**config.mk**
```make
export PLATFORM = sky130hd
export DESIGN_NAME = ucaspian_wb_host
export DESIGN_NICKNAME = d
export VERILOG_FILES = /design/src/rtl/ucaspian_wb_pkg.sv /design/src/rtl/ucaspian_wb_host.sv
export SDC_FILE = /design/constraint.sdc
export NUM_CORES = 1
export LEC_CHECK = 0
export BUFFER_PORTS_ARGS = -buffer_cell sky130_fd_sc_hd__buf_4
export CORE_MARGIN = 3
export CORE_UTILIZATION = 41
export DETAILED_ROUTE_END_ITERATION = 8
export GPL_TIMING_DRIVEN = 1
export PLACE_DENSITY = 0.76
export SYNTH_ARGS = -nofsm -noshare
export SYNTH_HDL_FRONTEND = slang
export SYNTH_SLANG_ARGS = --single-unit
export TNS_END_PERCENT = 20
```
**constraint.sdc**
```tcl
create_clock -name wb_clk_i -period 2.2 [get_ports wb_clk_i]
set_input_delay 0.55 -clock wb_clk_i [delete_from_list [all_inputs] [get_ports wb_clk_i]]
set_output_delay 0.55 -clock wb_clk_i [all_outputs]
set_load 0.02 [all_outputs]
```
**src/rtl/ucaspian_wb_pkg.sv**
```systemverilog
// Shared definitions for the ucaspian Wishbone host: slave register map,
// status-register layout and the host FSM state encoding.
package ucaspian_wb_pkg;

   localparam logic [1:0] RegStatus = 2'd0;
   localparam logic [1:0] RegRsp    = 2'd1;
   localparam logic [1:0] RegCmd    = 2'd2;

   localparam int StatCmdFull  = 0;
   localparam int StatRspEmpty = 1;
   localparam int VerMsb       = 7;
   localparam int VerLsb       = 4;

   localparam logic [3:0] WbVersion = 4'h1;

   typedef enum logic [2:0] {
      IDLE,
      STAT,
      WR,
      RD,
      HALT
   } state_t;

   function automatic logic [3:0] status_version(input logic [7:0] status);
      return status[VerMsb:VerLsb];
   endfunction

endpackage

```
**src/rtl/ucaspian_wb_host.sv**
```systemverilog
// Wishbone classic master bridging host byte streams onto the ucaspian slave.
// Optional bus watchdog enabled by defining UCASPIAN_WB_HOST_WATCHDOG_EN.
module ucaspian_wb_host
   import ucaspian_wb_pkg::*;
#(
   parameter int                  AdrWidth      = 30,
   parameter int                  DatWidth      = 32,
   parameter logic [AdrWidth-1:0] BaseAdr       = '0,
   parameter int                  PollGap       = 4,
   parameter int                  TimeoutCycles = 200,
   parameter logic [3:0]          ExpVersion    = WbVersion
) (
   input  logic                  wb_clk_i,
   input  logic                  wb_rst_i,
   output logic [AdrWidth-1:0]   wb_adr_o,
   output logic [DatWidth-1:0]   wb_dat_o,
   input  logic [DatWidth-1:0]   wb_dat_i,
   output logic [DatWidth/8-1:0] wb_sel_o,
   output logic                  wb_we_o,
   output logic                  wb_stb_o,
   output logic                  wb_cyc_o,
   input  logic                  wb_ack_i,
   input  logic [7:0]            s_data_i,
   input  logic                  s_valid_i,
   output logic                  s_ready_o,
   output logic [7:0]            m_data_o,
   output logic                  m_valid_o,
   input  logic                  m_ready_i,
   output logic                  ver_err_o,
   output logic                  err_o
);

   localparam logic [7:0] GapLimit = 8'(PollGap);

   state_t              state, state_n;
   logic                cyc_q, cyc_n;
   logic                we_q, we_n;
   logic [AdrWidth-1:0] adr_q, adr_n;
   logic [7:0]          dat_q, dat_n;
   logic [7:0]          gap_q, gap_n;
   logic                cmd_full_q, cmd_full_n;
   logic                ver_err_q, ver_err_n;
   logic                m_valid_q, m_valid_n;
   logic [7:0]          m_data_q, m_data_n;
   logic                xfer_done;
   logic [7:0]          stat_byte;

   logic [DatWidth-9:0] unused_dat;
   logic [9:0]          unused_timeout;
   assign unused_dat     = wb_dat_i[DatWidth-1:8];
   assign unused_timeout = 10'(TimeoutCycles);

`ifdef UCASPIAN_WB_HOST_WATCHDOG_EN
   localparam logic [9:0] WdLimit = 10'(TimeoutCycles - 1);
   logic [9:0] wd_cnt_q, wd_cnt_n;
   logic       err_q, err_n;
`endif

   always_comb begin
      state_n    = state;
      cyc_n      = cyc_q;
      we_n       = we_q;
      adr_n      = adr_q;
      dat_n      = dat_q;
      gap_n      = gap_q;
      cmd_full_n = cmd_full_q;
      ver_err_n  = ver_err_q;
      m_valid_n  = m_valid_q;
      m_data_n   = m_data_q;
      xfer_done  = cyc_q && wb_ack_i;
      stat_byte  = wb_dat_i[7:0];

      if (m_valid_q && m_ready_i)
         m_valid_n = 1'b0;

      case (state)
         IDLE: begin
            if (gap_q == GapLimit || (s_valid_i && !cmd_full_q)) begin
               state_n = STAT;
               cyc_n   = 1'b1;
               we_n    = 1'b0;
               adr_n   = BaseAdr + AdrWidth'(RegStatus);
               gap_n   = '0;
            end else begin
               gap_n = gap_q + 8'd1;
            end
         end
         // Response reads win over command writes so the slave never
         // backs up on a full response FIFO.
         STAT: begin
            if (xfer_done) begin
               cyc_n      = 1'b0;
               cmd_full_n = stat_byte[StatCmdFull];
               if (status_version(stat_byte) != ExpVersion) begin
                  ver_err_n = 1'b1;
                  state_n   = HALT;
               end else if (!stat_byte[StatRspEmpty] && !m_valid_q) begin
                  state_n = RD;
               end else if (s_valid_i && !stat_byte[StatCmdFull]) begin
                  state_n = WR;
               end else begin
                  state_n = IDLE;
                  gap_n   = '0;
               end
            end
         end
         WR: begin
            if (!cyc_q) begin
               cyc_n = 1'b1;
               we_n  = 1'b1;
               adr_n = BaseAdr + AdrWidth'(RegCmd);
               dat_n = s_data_i;
            end else if (wb_ack_i) begin
               cyc_n   = 1'b0;
               we_n    = 1'b0;
               dat_n   = '0;
               state_n = IDLE;
               gap_n   = '0;
            end
         end
         RD: begin
            if (!cyc_q) begin
               cyc_n = 1'b1;
               we_n  = 1'b0;
               adr_n = BaseAdr + AdrWidth'(RegRsp);
            end else if (wb_ack_i) begin
               cyc_n     = 1'b0;
               m_valid_n = 1'b1;
               m_data_n  = wb_dat_i[7:0];
               state_n   = IDLE;
               gap_n     = '0;
            end
         end
         HALT:    cyc_n = 1'b0;
         default: state_n = IDLE;
      endcase

`ifdef UCASPIAN_WB_HOST_WATCHDOG_EN
      wd_cnt_n = (cyc_q && !wb_ack_i) ? wd_cnt_q + 10'd1 : '0;
      err_n    = err_q;
      if (cyc_q && !wb_ack_i && wd_cnt_q == WdLimit) begin
         cyc_n    = 1'b0;
         we_n     = 1'b0;
         state_n  = HALT;
         err_n    = 1'b1;
         wd_cnt_n = '0;
      end
`endif
   end

   always_ff @(posedge wb_clk_i) begin
      if (wb_rst_i) begin
         state      <= IDLE;
         cyc_q      <= 1'b0;
         we_q       <= 1'b0;
         adr_q      <= '0;
         dat_q      <= '0;
         gap_q      <= '0;
         cmd_full_q <= 1'b0;
         ver_err_q  <= 1'b0;
         m_valid_q  <= 1'b0;
         m_data_q   <= '0;
      end else begin
         state      <= state_n;
         cyc_q      <= cyc_n;
         we_q       <= we_n;
         adr_q      <= adr_n;
         dat_q      <= dat_n;
         gap_q      <= gap_n;
         cmd_full_q <= cmd_full_n;
         ver_err_q  <= ver_err_n;
         m_valid_q  <= m_valid_n;
         m_data_q   <= m_data_n;
      end
   end

`ifdef UCASPIAN_WB_HOST_WATCHDOG_EN
   always_ff @(posedge wb_clk_i) begin
      if (wb_rst_i) begin
         wd_cnt_q <= '0;
         err_q    <= 1'b0;
      end else begin
         wd_cnt_q <= wd_cnt_n;
         err_q    <= err_n;
      end
   end
   assign err_o = err_q;
`else
   assign err_o = 1'b0;
`endif

   assign wb_adr_o  = adr_q;
   assign wb_dat_o  = {{(DatWidth-8){1'b0}}, dat_q};
   assign wb_sel_o  = {{(DatWidth/8-1){1'b0}}, 1'b1};
   assign wb_we_o   = we_q;
   assign wb_stb_o  = cyc_q;
   assign wb_cyc_o  = cyc_q;
   assign s_ready_o = wb_ack_i && cyc_q && (state == WR);
   assign m_data_o  = m_data_q;
   assign m_valid_o = m_valid_q;
   assign ver_err_o = ver_err_q;

endmodule

```
Word-level counts from Yosys, hierarchy flattened
Cells that the tools add are included.
{ "word_totals": {"regBits": 62, "inputBits": 45, "word_cells": 89} }
{ "op_classes": {"bitwise_logic": 1, "n_eq_ne": 17, "reduce_logical": 25, "n_mux": 35, "n_addsub": 1} }
{ "op_table": {"columns": ["operator", "count"], "rows": [
  ["$mux W30", 3],
  ["$pmux W30 S3", 1],
  ["$mux W8", 8],
  ["$pmux W8 S3", 1],
  ["$ne A2 B2 Y1 const B", 8],
  ["$mux W3", 5],
  ["$mux W1", 12],
  ["$pmux W3 S4", 1],
  ["$reduce_and A3 Y1", 3],
  ["$add A8 B1 Y8 const B", 1],
  ["$eq A8 B3 Y1 const B", 1],
  ["$reduce_and A4 Y1", 2],
  ["$reduce_and A7 Y1", 1],
  ["$eq A3 B2 Y1 const B", 2],
  ["$logic_and A1 B1 Y1", 6],
  ["$reduce_bool A3 Y1", 2],
  ["$reduce_and A5 Y1", 1],
  ["$logic_not A1 Y1", 4],
  ["$mux W2", 2],
  ["$ne A2 B1 Y1 const B", 2],
  ["$ne A4 B1 Y1 const B", 1],
  ["$pmux W1 S4", 1],
  ["$reduce_and A2 Y1", 2],
  ["$reduce_bool A4 Y1", 1],
  ["other kinds (8)", 8]
]} }

Logic depth before layout (Yosys ltp)
Gate-level depths: netlist of run 1.
{ "logic_depth": {"word_depth": 7, "ltp_mapped": 6, "mapped_depth_nobuf": 6} }

Least setup slack after synthesis of run 1
OpenSTA, ideal clock, no wires.
{ "synth_timing": {"path_kind": "reg-to-output", "start": "reg cyc_q, in the netlist wb_cyc_o", "end": "out s_ready_o", "arrival_ps": 1204, "setup_slack_ps": 446, "n_path_buf": 1, "stages_incl_launch_ff": 4, "required_ps": 1650, "path_cell_list": "dfxtp_1 > buf_4 > nand2_1 > nor3_1"} }
{ "synth_between": {"elab_chain_len": 2} }
{ "synth_lines": {"columns": ["item", "line_no", "text"], "rows": [
  ["start: declaration", "ucaspian_wb_host.sv:36", "logic cyc_q, cyc_n;"],
  ["start signal: assignment", "ucaspian_wb_host.sv:165", "cyc_q <= cyc_n;"],
  ["$logic_and A1 B1 Y1 (2 in a row)", "ucaspian_wb_host.sv:198", "assign s_ready_o = wb_ack_i && cyc_q && (state == WR);"],
  ["end: declaration", "ucaspian_wb_host.sv:25", "output logic s_ready_o,"]
]} }
No other way between the ends.

Final worst setup path of run 1
{ "layout_timing": {"start": "reg state[2]", "end": "out s_ready_o"} }
{ "layout_between": {"elab_chain_len": 2} }
{ "layout_lines": {"columns": ["item", "line_no", "text"], "rows": [
  ["start: declaration", "ucaspian_wb_host.sv:35", "state_t state, state_n;"],
  ["start signal: assignment", "ucaspian_wb_host.sv:164", "state <= state_n;"],
  ["$eq A3 B2 Y1", "ucaspian_wb_host.sv:198", null],
  ["$logic_and A1 B1 Y1", "ucaspian_wb_host.sv:198", null]
]} }
No other way between the ends.

==> reports/metrics.yaml, run 1 <==
run_status:
  outcome: "finished, final reports clean"
layout:
  nNetsFinal: 336
  drive_above_1_share_pct: 22.9
  finalInstanceArea_sq_mm: 0.00235
  n_antenna_cell: 0
  syn2layout_area_growth_pct: 11.3
timing:
  max_freq_ghz: 0.501
  tns_ns: 0
  final.min_clock_period_ns: 2.00
  relSlewSlack_pct: 50.7
  setup_ws_ns: 0.203
  hold_violations: 0
  fin_skew_ns: 0.00785
  finalSetupViolCount: 0
  worst_pin_slew_ns: 0.734
  drv_slew: 0
  period_share_pct: 90.8
  rsz0062_at_grt: "false"
worst_hold_path:
  whs_path_depth: 2
  holdPathEnd: "wb_we_o"
  min-delay-start: "wb_we_o"
  hp-class: "flop to flop"
placed_design:
  placed_area_sq_mm: 0.00227
  hpwlAfterDp_mm: 3.16
  gp_congestion: 0.803
  dp_slack_ns: 0.286
  io_buffers: 44
yosys:
  yosys_warnings: 0
  ys_top_cells_by_area: "dfxtp_1, buf_4, mux2i_1, nor2_1, a22oi_1"
  yosysTopAreaCell: "dfxtp_1"
  synth.most_common_cell: "buf_4"
  syn_area_sq_mm: 0.00212
  postSynthCellCount: 247
  yosys_register_bits: 34
  synth-edff-count: 0
  ys_seq_area_share_pct: 32.2
  synthArstFlopShare_pct: 0
  yosysTopAreaCellShare_pct: 32.2
  yosys-top-cells-count: "buf_4, dfxtp_1, nor2_1"
  ys.flop_type: "dfxtp_1"
  synth_cell_types: 50
  synth_area_per_cell_sq_um: 8.57
floorplan:
  fp.coreArea_sq_mm: 0.00485
  start_util_pct: 43.6
  die_x_um: 77.8
  die_area_sq_mm: 0.00606
  io_pins: 126
  num_rows: 25
  die_h_um: 77.8
pwr:
  powerDensity_mw_per_mm2: 683
  power.total_w: 0.00161
  p_leak_nw: 1.03
  ir_drop_mv: 0.445
route:
  vias: 1672
  drc_errors: 0
  antenna_left: 0
  drt_iter0_markers: 22
  drt_pass1_iterations: 4
  vias_per_cell: 4.71
  wirelength_mm: 4.31
  wl_per_cell_um: 12.1
grt:
  overflow: 0
  grt_max_degree: 33
  antenna_found_initial: 0
  grt_pass1_vias: 1482
  track_usage_pct: 13.7
  grt_pass1_wl_mm: 6.68
setup_path:
  cpPeakStageDelay_ns: 0.58
  r2r-end: "gap_q[0]"
  crit-reg2reg-launch: "state[0]"
  crit_path_end_kind: "output port"
  ff2ff_path_depth: 4
  crit_chain: "nand2b_1 -> nor3_1 -> buf_4"
  crit_slowest_cell: "dfxtp_1"
  path_max_fanout: 13
  rrSetupSlack_ns: 0.41
  start_kind: "flop"
  required_ns: 1.65
  critPathArrivalTime_ns: 1.45
  criticalPathCategory: "flop to output port"
clocking:
  cts_tree: "built"
  htree_levels: 2
  clk_latency_ns: 0.29
  clock-sinks: 34
  cts.hold.buffers_added: 0
  clk_path_buf_depth: 2
  ctsResizeCount: 0
  cts-root-buf: "clkbuf_8"
  cts_setup_buffers: 0
  cts_buffers: 5
  path_clk_slew_ns: 0.06
job:
  drv_cap: 0
-- registers in the layout (all words and copies together) (netlist names) --
name        flops
dat_q           8
gap_q           8
m_data_o        8
state           3
wb_adr_o        2
cmd_full_q      1
m_valid_o       1
ver_err_o       1
wb_cyc_o        1
wb_we_o         1
-- through the flow --
step | hold WS, ns | instances | util, %
6_report | 0.477 | 355 | 48.6
2_1_floorplan | 0.456 | 302 | -
4_1_cts | 0.480 | 355 | 48.6
3_5_place_dp | 0.468 | 349 | 46.9
5_1_grt | 0.489 | 355 | 48.6
3_3_place_gp | 0.462 | 349 | 46.9
-- report_power, final --
| part | switching, W | internal [W] |
|---|---|---|
| registers | 0.0000583 | 0.000644 |
| logic | 0.000290 | 0.000164 |
| clock network | 0.000211 | 0.000241 |
-- cells by family (layout without fill, tap and decap cells) --
logic type	after synthesis	in the layout	synth area share (%)
adder cells (fa/ha/maj)	2	2	1.18
buffers and inverters	78	64	25.0
other	2	57	0.355
multiplexers	11	11	5.20
AO/OA/AOI/OAI	46	46	16.5
AND/OR/NAND/NOR	74	74	19.6
flip-flops	34	34	32.2
-- layout make-up --
cell class | instances | area (sq um)
timing repair buffer | 47 | 353
sequential | 34 | 681
multi-input combinational | 190 | 1110
inverter | 11 | 41.3
tap | 67 | 83.8
clock buffer | 6 | 82.6
fill | 473 | 2490
-- layer usage --
| layer | track usage (%) | up-vias | share of wire, % |
|---|---|---|---|
| met5 | 0 | - | 0 |
| li1 | - | 821 | - |
| met1 | 15.4 | 774 | 42 |
| met4 | 7.47 | 0 | 2.3 |
| met2 | 22.7 | 68 | 47 |
| met3 | 4.64 | 9 | 8.0 |
-- worst max-delay path: cells and delay by family, from the launching register on --
kind          cells  cell delay, ns
flops             1            0.58
simple gates      2            0.41
buf+inv           1            0.18
-- placed cells by master, fill, tap and decap left out, types with 7 or more instances in the layout --
cell type / synthesis / routed
dfxtp_1: 34 / 34
buf_4: 62 / 47
nand3_1: 10 / 10
mux2i_1: 11 / 11
nor2_1: 23 / 23
inv_1: 11 / 11
nor3_1: 7 / 7
a21oi_1: 8 / 8
a22oi_1: 8 / 8
conb_1: 2 / 57
-- worst max-delay path by stage --
stage | from | endpoint | slack (ns) | depth (start not counted)
global route | state[2] | s_ready_o | 0.09 | 3
global placement | wb_dat_i[1] | gap_q[3] | 0.35 | 5
detailed placement | wb_dat_i[1] | gap_q[0] | 0.29 | 5
floorplan | wb_cyc_o | s_ready_o | 0.45 | 3
CTS | state[2] | s_ready_o | 0.21 | 3
finish | state[2] | s_ready_o | 0.20 | 3
No activity file was read; power rests on OpenSTA's default activity.
==> run 2, diff against run 1 <==
--- a/config.mk
+++ b/config.mk
@@ -9,7 +9,7 @@
 export CORE_MARGIN = 3
 export CORE_UTILIZATION = 41
 export DETAILED_ROUTE_END_ITERATION = 8
-export GPL_TIMING_DRIVEN = 1
+export GPL_TIMING_DRIVEN = 0
 export PLACE_DENSITY = 0.76
 export SYNTH_ARGS = -nofsm -noshare
 export SYNTH_HDL_FRONTEND = slang
==> run 2 against run 1 <==
Combinational power rose by 29%. Sequential power shrank 4.3%. Largest power group unchanged. First-iteration DRC count rose to 3.7 times the previous value. Non-clock buffer count increased by 64. Die area did not move. Core utilization is 9.8 points higher. Clock-buffer cell count rose by 1. Sequential share of layout area decreased by 4.8 points. Critical path type unchanged. Via count grew 11%. Clock skew down 0.0034 ns.
==> reports/metrics.yaml, run 2 (same netlist as run 1, synthesis figures left out) <==
timing:
  drv_slew: 0
  tns_ns: 0
  hold_violations: 0
  final.min_clock_period_ns: 1.95
  rsz0062_at_grt: "false"
  relSlewSlack_pct: 55.2
  max_freq_ghz: 0.512
  period_share_pct: 88.7
  worst_pin_slew_ns: 0.667
  finalSetupViolCount: 0
  fin_skew_ns: 0.00446
  hold_ws_ns: 0.480
grt:
  grt_pass1_wl_mm: 7.87
  grt_pass1_vias: 1755
  antenna_found_initial: 0
  overflow: 0
  track_usage_pct: 15.8
  grt_max_degree: 11
floorplan:
  die_h_um: 77.8
  num_rows: 25
  die_x_um: 77.8
  fp.coreArea_sq_mm: 0.00485
  die_area_sq_mm: 0.00606
  start_util_pct: 43.6
  io_pins: 126
setup_path:
  start_kind: "flop"
  critPathArrivalTime_ns: 1.40
  path_max_fanout: 10
  required_ns: 1.65
  crit_path_end_kind: "output port"
  criticalPathCategory: "flop to output port"
  ff2ff_path_depth: 6
clocking:
  path_clk_slew_ns: 0.07
  clk_path_buf_depth: 2
  htree_levels: 2
  cts-root-buf: "clkbuf_8"
  clock-sinks: 34
  cts.hold.buffers_added: 0
  clk_latency_ns: 0.29
  cts_buffers: 5
  cts_setup_buffers: 0
  ctsResizeCount: 0
  cts_tree: "built"
run_status:
  outcome: "finished, final reports clean"
layout:
  layout_commonest_cell: "buf_4"
  utilization_pct: 58.3
  regArea_sq_um: 681
  nNetsFinal: 400
  nFillCells: 448
  syn2layout_area_growth_pct: 33.6
  n_antenna_cell: 0
  drive_above_1_share_pct: 36.2
  mostFrequentLayoutCells: "buf_4, conb_1, dfxtp_1"
  multiInputGateArea_sq_mm: 0.00111
placed_design:
  io_buffers: 44
  gp_congestion: 0.779
  hpwlAfterDp_mm: 3.49
worst_hold_path:
  whs_path_depth: 2
  hp-class: "flop to flop"
route:
  wirelength_mm: 4.51
  wl_per_cell_um: 10.7
  antenna_left: 0
  vias: 1852
  drc_errors: 0
  drt_pass1_iterations: 4
  drt_iter0_markers: 82
  vias_per_cell: 4.40
pwr:
  powerDensity_mw_per_mm2: 613
  swShare_pct: 33.9
  clock_power_share_pct: 27.6
  ir_drop_mv: 0.449
  p_int_w: 0.00115
  power_frac_seq_pct: 38.8
  p_sw_w: 0.000588
  p_leak_nw: 1.37
  comb_power_share_pct: 33.7
job:
  drv_cap: 0
-- run 2: through the flow --
stage | setup slack, ns | cells | power, W | area, sq um
floorplan | 0.446 | 302 | 0.00114 | 2320
global placement | 0.301 | 413 | 0.00126 | 2740
detailed placement | 0.290 | 413 | 0.00126 | 2740
CTS | 0.258 | 421 | 0.00175 | 2830
global route | 0.138 | 421 | 0.00185 | 2830
finish | 0.249 | 421 | 0.00173 | 2830
-- run 2: critical path: stages, from the launching register on --
cell and delay, ns:
dfxtp_1 0.44, clkbuf_1 0.37, nor3_1 0.13, buf_4 0.18
-- run 2: worst paths after layout --
kind                                start         to  slack (ns)
worst min-delay path            ver_err_o  ver_err_o        0.48
worst max-delay path             state[0]  s_ready_o        0.25
worst max register to register   gap_q[0]   gap_q[6]        0.39
worst min register to register  ver_err_o  ver_err_o        0.48
-- run 2: power by group through the flow --
stage	sequential [W]	clock (W)	combinational, W
floorplan	0.000695	0	0.000446
global placement	0.000685	0	0.000575
detailed placement	0.000685	0	0.000579
CTS	0.000671	0.000494	0.000580
global route	0.000676	0.000526	0.000646
finish	0.000672	0.000478	0.000584
-- run 2: area by class of cell --
| type | instances | share of cell area, % |
|---|---|---|
| plain buffers | 67 | 17.2 |
| clock buffers | 7 | 3.05 |
| clock inverters | 1 | 0.177 |
| inverters | 11 | 1.46 |
| multi-input cells | 190 | 39.4 |
| flip-flops and latches | 34 | 24.1 |
| well taps | 67 | 2.96 |
| repair buffers | 44 | 11.7 |
-- run 2: routing by layer --
metal / routed length (um) / share of wire [%] / GRT usage, % / vias up
met5: 0 / 0 / 0 / -
met4: 58 / 1.3 / 4.98 / 0
met3: 416 / 9.2 / 4.99 / 5
met2: 2110 / 47 / 26.8 / 79
met1: 1920 / 43 / 18.9 / 814
li1: - / - / - / 954
==> run 3, diff against run 2 <==
--- a/config.mk
+++ b/config.mk
@@ -8,9 +8,11 @@
 export BUFFER_PORTS_ARGS = -buffer_cell sky130_fd_sc_hd__buf_4
 export CORE_MARGIN = 3
 export CORE_UTILIZATION = 41
+export CTS_BUF_LIST = sky130_fd_sc_hd__clkbuf_4 sky130_fd_sc_hd__clkbuf_8 sky130_fd_sc_hd__clkbuf_16
 export DETAILED_ROUTE_END_ITERATION = 8
 export GPL_TIMING_DRIVEN = 0
 export PLACE_DENSITY = 0.76
+export REMOVE_ABC_BUFFERS = 1
 export SYNTH_ARGS = -nofsm -noshare
 export SYNTH_HDL_FRONTEND = slang
 export SYNTH_SLANG_ARGS = --single-unit
==> run 3 against run 2 <==
Setup slack worse by 0.051 ns. Hold slack improved by 0.015 ns. Design area is 16% lower. Combinational power fell by 23%. Non-clock buffer count fell by 66. Sequential power increased by 4.5%. Sequential cell count did not move. Die area did not move. Wire length down 8.3%. Sequential share of layout area grew 4.6 points. Clock-buffer cell count decreased by 1. Largest cell class unchanged.
==> reports/metrics.yaml, run 3 (same netlist as run 1, synthesis figures left out) <==
clocking:
  cts_tree: "built"
  path_clk_slew_ns: 0.07
  clk_path_buf_depth: 2
  cts_setup_buffers: 0
  clock-sinks: 34
  cts-root-buf: "clkbuf_8"
  cts.hold.buffers_added: 0
  clk_latency_ns: 0.29
  cts_buffers: 5
  htree_levels: 2
worst_hold_path:
  min-delay-start: "ver_err_o"
  hp-class: "flop to flop"
  holdPathEnd: "ver_err_o"
  whs_path_depth: 2
grt:
  track_usage_pct: 13.5
  grt_pass1_wl_mm: 6.84
  global_route.usage.met3_pct: 3.48
  overflow: 0
  antenna_found_initial: 0
  use_met2_pct: 22.9
  grt_pass1_vias: 1536
  grt_max_degree: 33
  top_usage_layer: "met2"
  grt_use_met1_pct: 16.5
timing:
  period_share_pct: 91.0
  drv_slew: 0
  fin_skew_ns: 0.00408
  tns_ns: 0
  relSlewSlack_pct: 52.6
  hold_ws_ns: 0.494
  hold_violations: 0
  finalSetupViolCount: 0
  worst_pin_slew_ns: 0.706
  max_freq_ghz: 0.499
  final.min_clock_period_ns: 2.00
  rsz0062_at_grt: "false"
pwr:
  ir_drop_mv: 0.357
  powerDensity_mw_per_mm2: 732
  p_leak_nw: 1.04
  power.total_w: 0.00174
route:
  vias_per_cell: 4.71
  antenna_left: 0
  wl_per_cell_um: 11.6
  wirelength_mm: 4.13
  drt_iter0_markers: 44
  vias: 1672
  drc_errors: 0
  drt_pass1_iterations: 4
layout:
  regArea_sq_um: 682
  n_antenna_cell: 0
  mostFrequentLayoutCells: "conb_1, buf_4, dfxtp_1"
  nNetsFinal: 334
  multiInputGateArea_sq_mm: 0.00112
  syn2layout_area_growth_pct: 12.4
  drive_above_1_share_pct: 23.6
  nFillCells: 475
  layout_commonest_cell: "conb_1"
job:
  drv_cap: 0
run_status:
  outcome: "finished, final reports clean"
placed_design:
  gp_congestion: 0.790
  hpwlAfterDp_mm: 3.03
  io_buffers: 44
setup_path:
  crit_path_end_kind: "output port"
  ff2ff_path_depth: 5
  start_kind: "flop"
  critPathArrivalTime_ns: 1.45
  crit-reg2reg-launch: "state[0]"
  criticalPathCategory: "flop to output port"
  rrSetupSlack_ns: 0.33
  r2r-end: "m_data_o[1]"
  required_ns: 1.65
  path_max_fanout: 13
floorplan:
  die_area_sq_mm: 0.00606
  start_util_pct: 43.6
  io_pins: 126
  die_h_um: 77.8
  num_rows: 25
  die_x_um: 77.8
  fp.coreArea_sq_mm: 0.00485
run 3: cell count changes in the layout (fill, tap and decap cells not counted):
| cell | delta |
|---|---|
| nor3_2 | +1 |
| dfxtp_1 | -1 |
| clkbuf_8 | -1 |
| clkbuf_1 | -4 |
| clkinvlp_4 | +1 |
| clkbuf_4 | +1 |
| clkbuf_2 | -1 |
| bufinv_16 | +1 |
| clkinv_2 | -1 |
| nor3_1 | -1 |
| buf_4 | -61 |
| dfxtp_2 | +1 |
| buf_2 | -1 |
run 3: worst max-delay path by stage:
stage	start	endpoint	slack, ns
finish	state[2]	s_ready_o	0.20
global route	state[2]	s_ready_o	0.13
CTS	state[1]	s_ready_o	0.11
detailed placement	state[1]	m_data_o[1]	0.12
global placement	state[1]	m_data_o[1]	-0.27
floorplan	wb_cyc_o	m_data_o[0]	-0.003
run 3: layout make-up:
class / count / area share (%)
clock inverter: 2 / 1.58
clock buffer: 6 / 3.21
sequential: 34 / 28.7
tap: 67 / 3.53
multi-input combinational: 190 / 47.1
inverter: 11 / 1.74
timing repair buffer: 45 / 14.2
run 3: layer usage:
| metal | vias to the layer above | routed length, um |
|---|---|---|
| li1 | 826 | - |
| met1 | 765 | 1730 |
| met2 | 74 | 2010 |
| met3 | 7 | 333 |
| met4 | 0 | 60 |
| met5 | - | 0 |
run 3: stage by stage:
| step | utilization (%) | instances | area [sq um] | worst slack (ns) |
|---|---|---|---|---|
| finish | 49.0 | 355 | 2380 | 0.198 |
| CTS | 48.9 | 355 | 2370 | 0.108 |
| detailed placement | 46.6 | 347 | 2260 | 0.121 |
| global route | 49.0 | 355 | 2380 | 0.126 |
| global placement | 46.4 | 346 | 2250 | -0.273 |
| floorplan | - | 235 | 1840 | -0.00304 |
run 3: where the power goes:
part	internal (W)	switching, W	total [W]
clock	0.000350	0.000239	0.000589
sequential	0.000643	0.0000586	0.000702
combinational	0.000163	0.000286	0.000449
total	0.00116	0.000583	0.00174
run 3: worst max-delay path: stages, from the launching register on:
cell      delay, ns
dfxtp_1        0.59
nand2b_1       0.32
nor3_1         0.08
buf_4          0.18
run 3: timing repair:
action	4_1_cts	5_1_grt
gates resized for setup	0	2
endpoints found under the hold margin	0	0
setup endpoints to repair	0	6
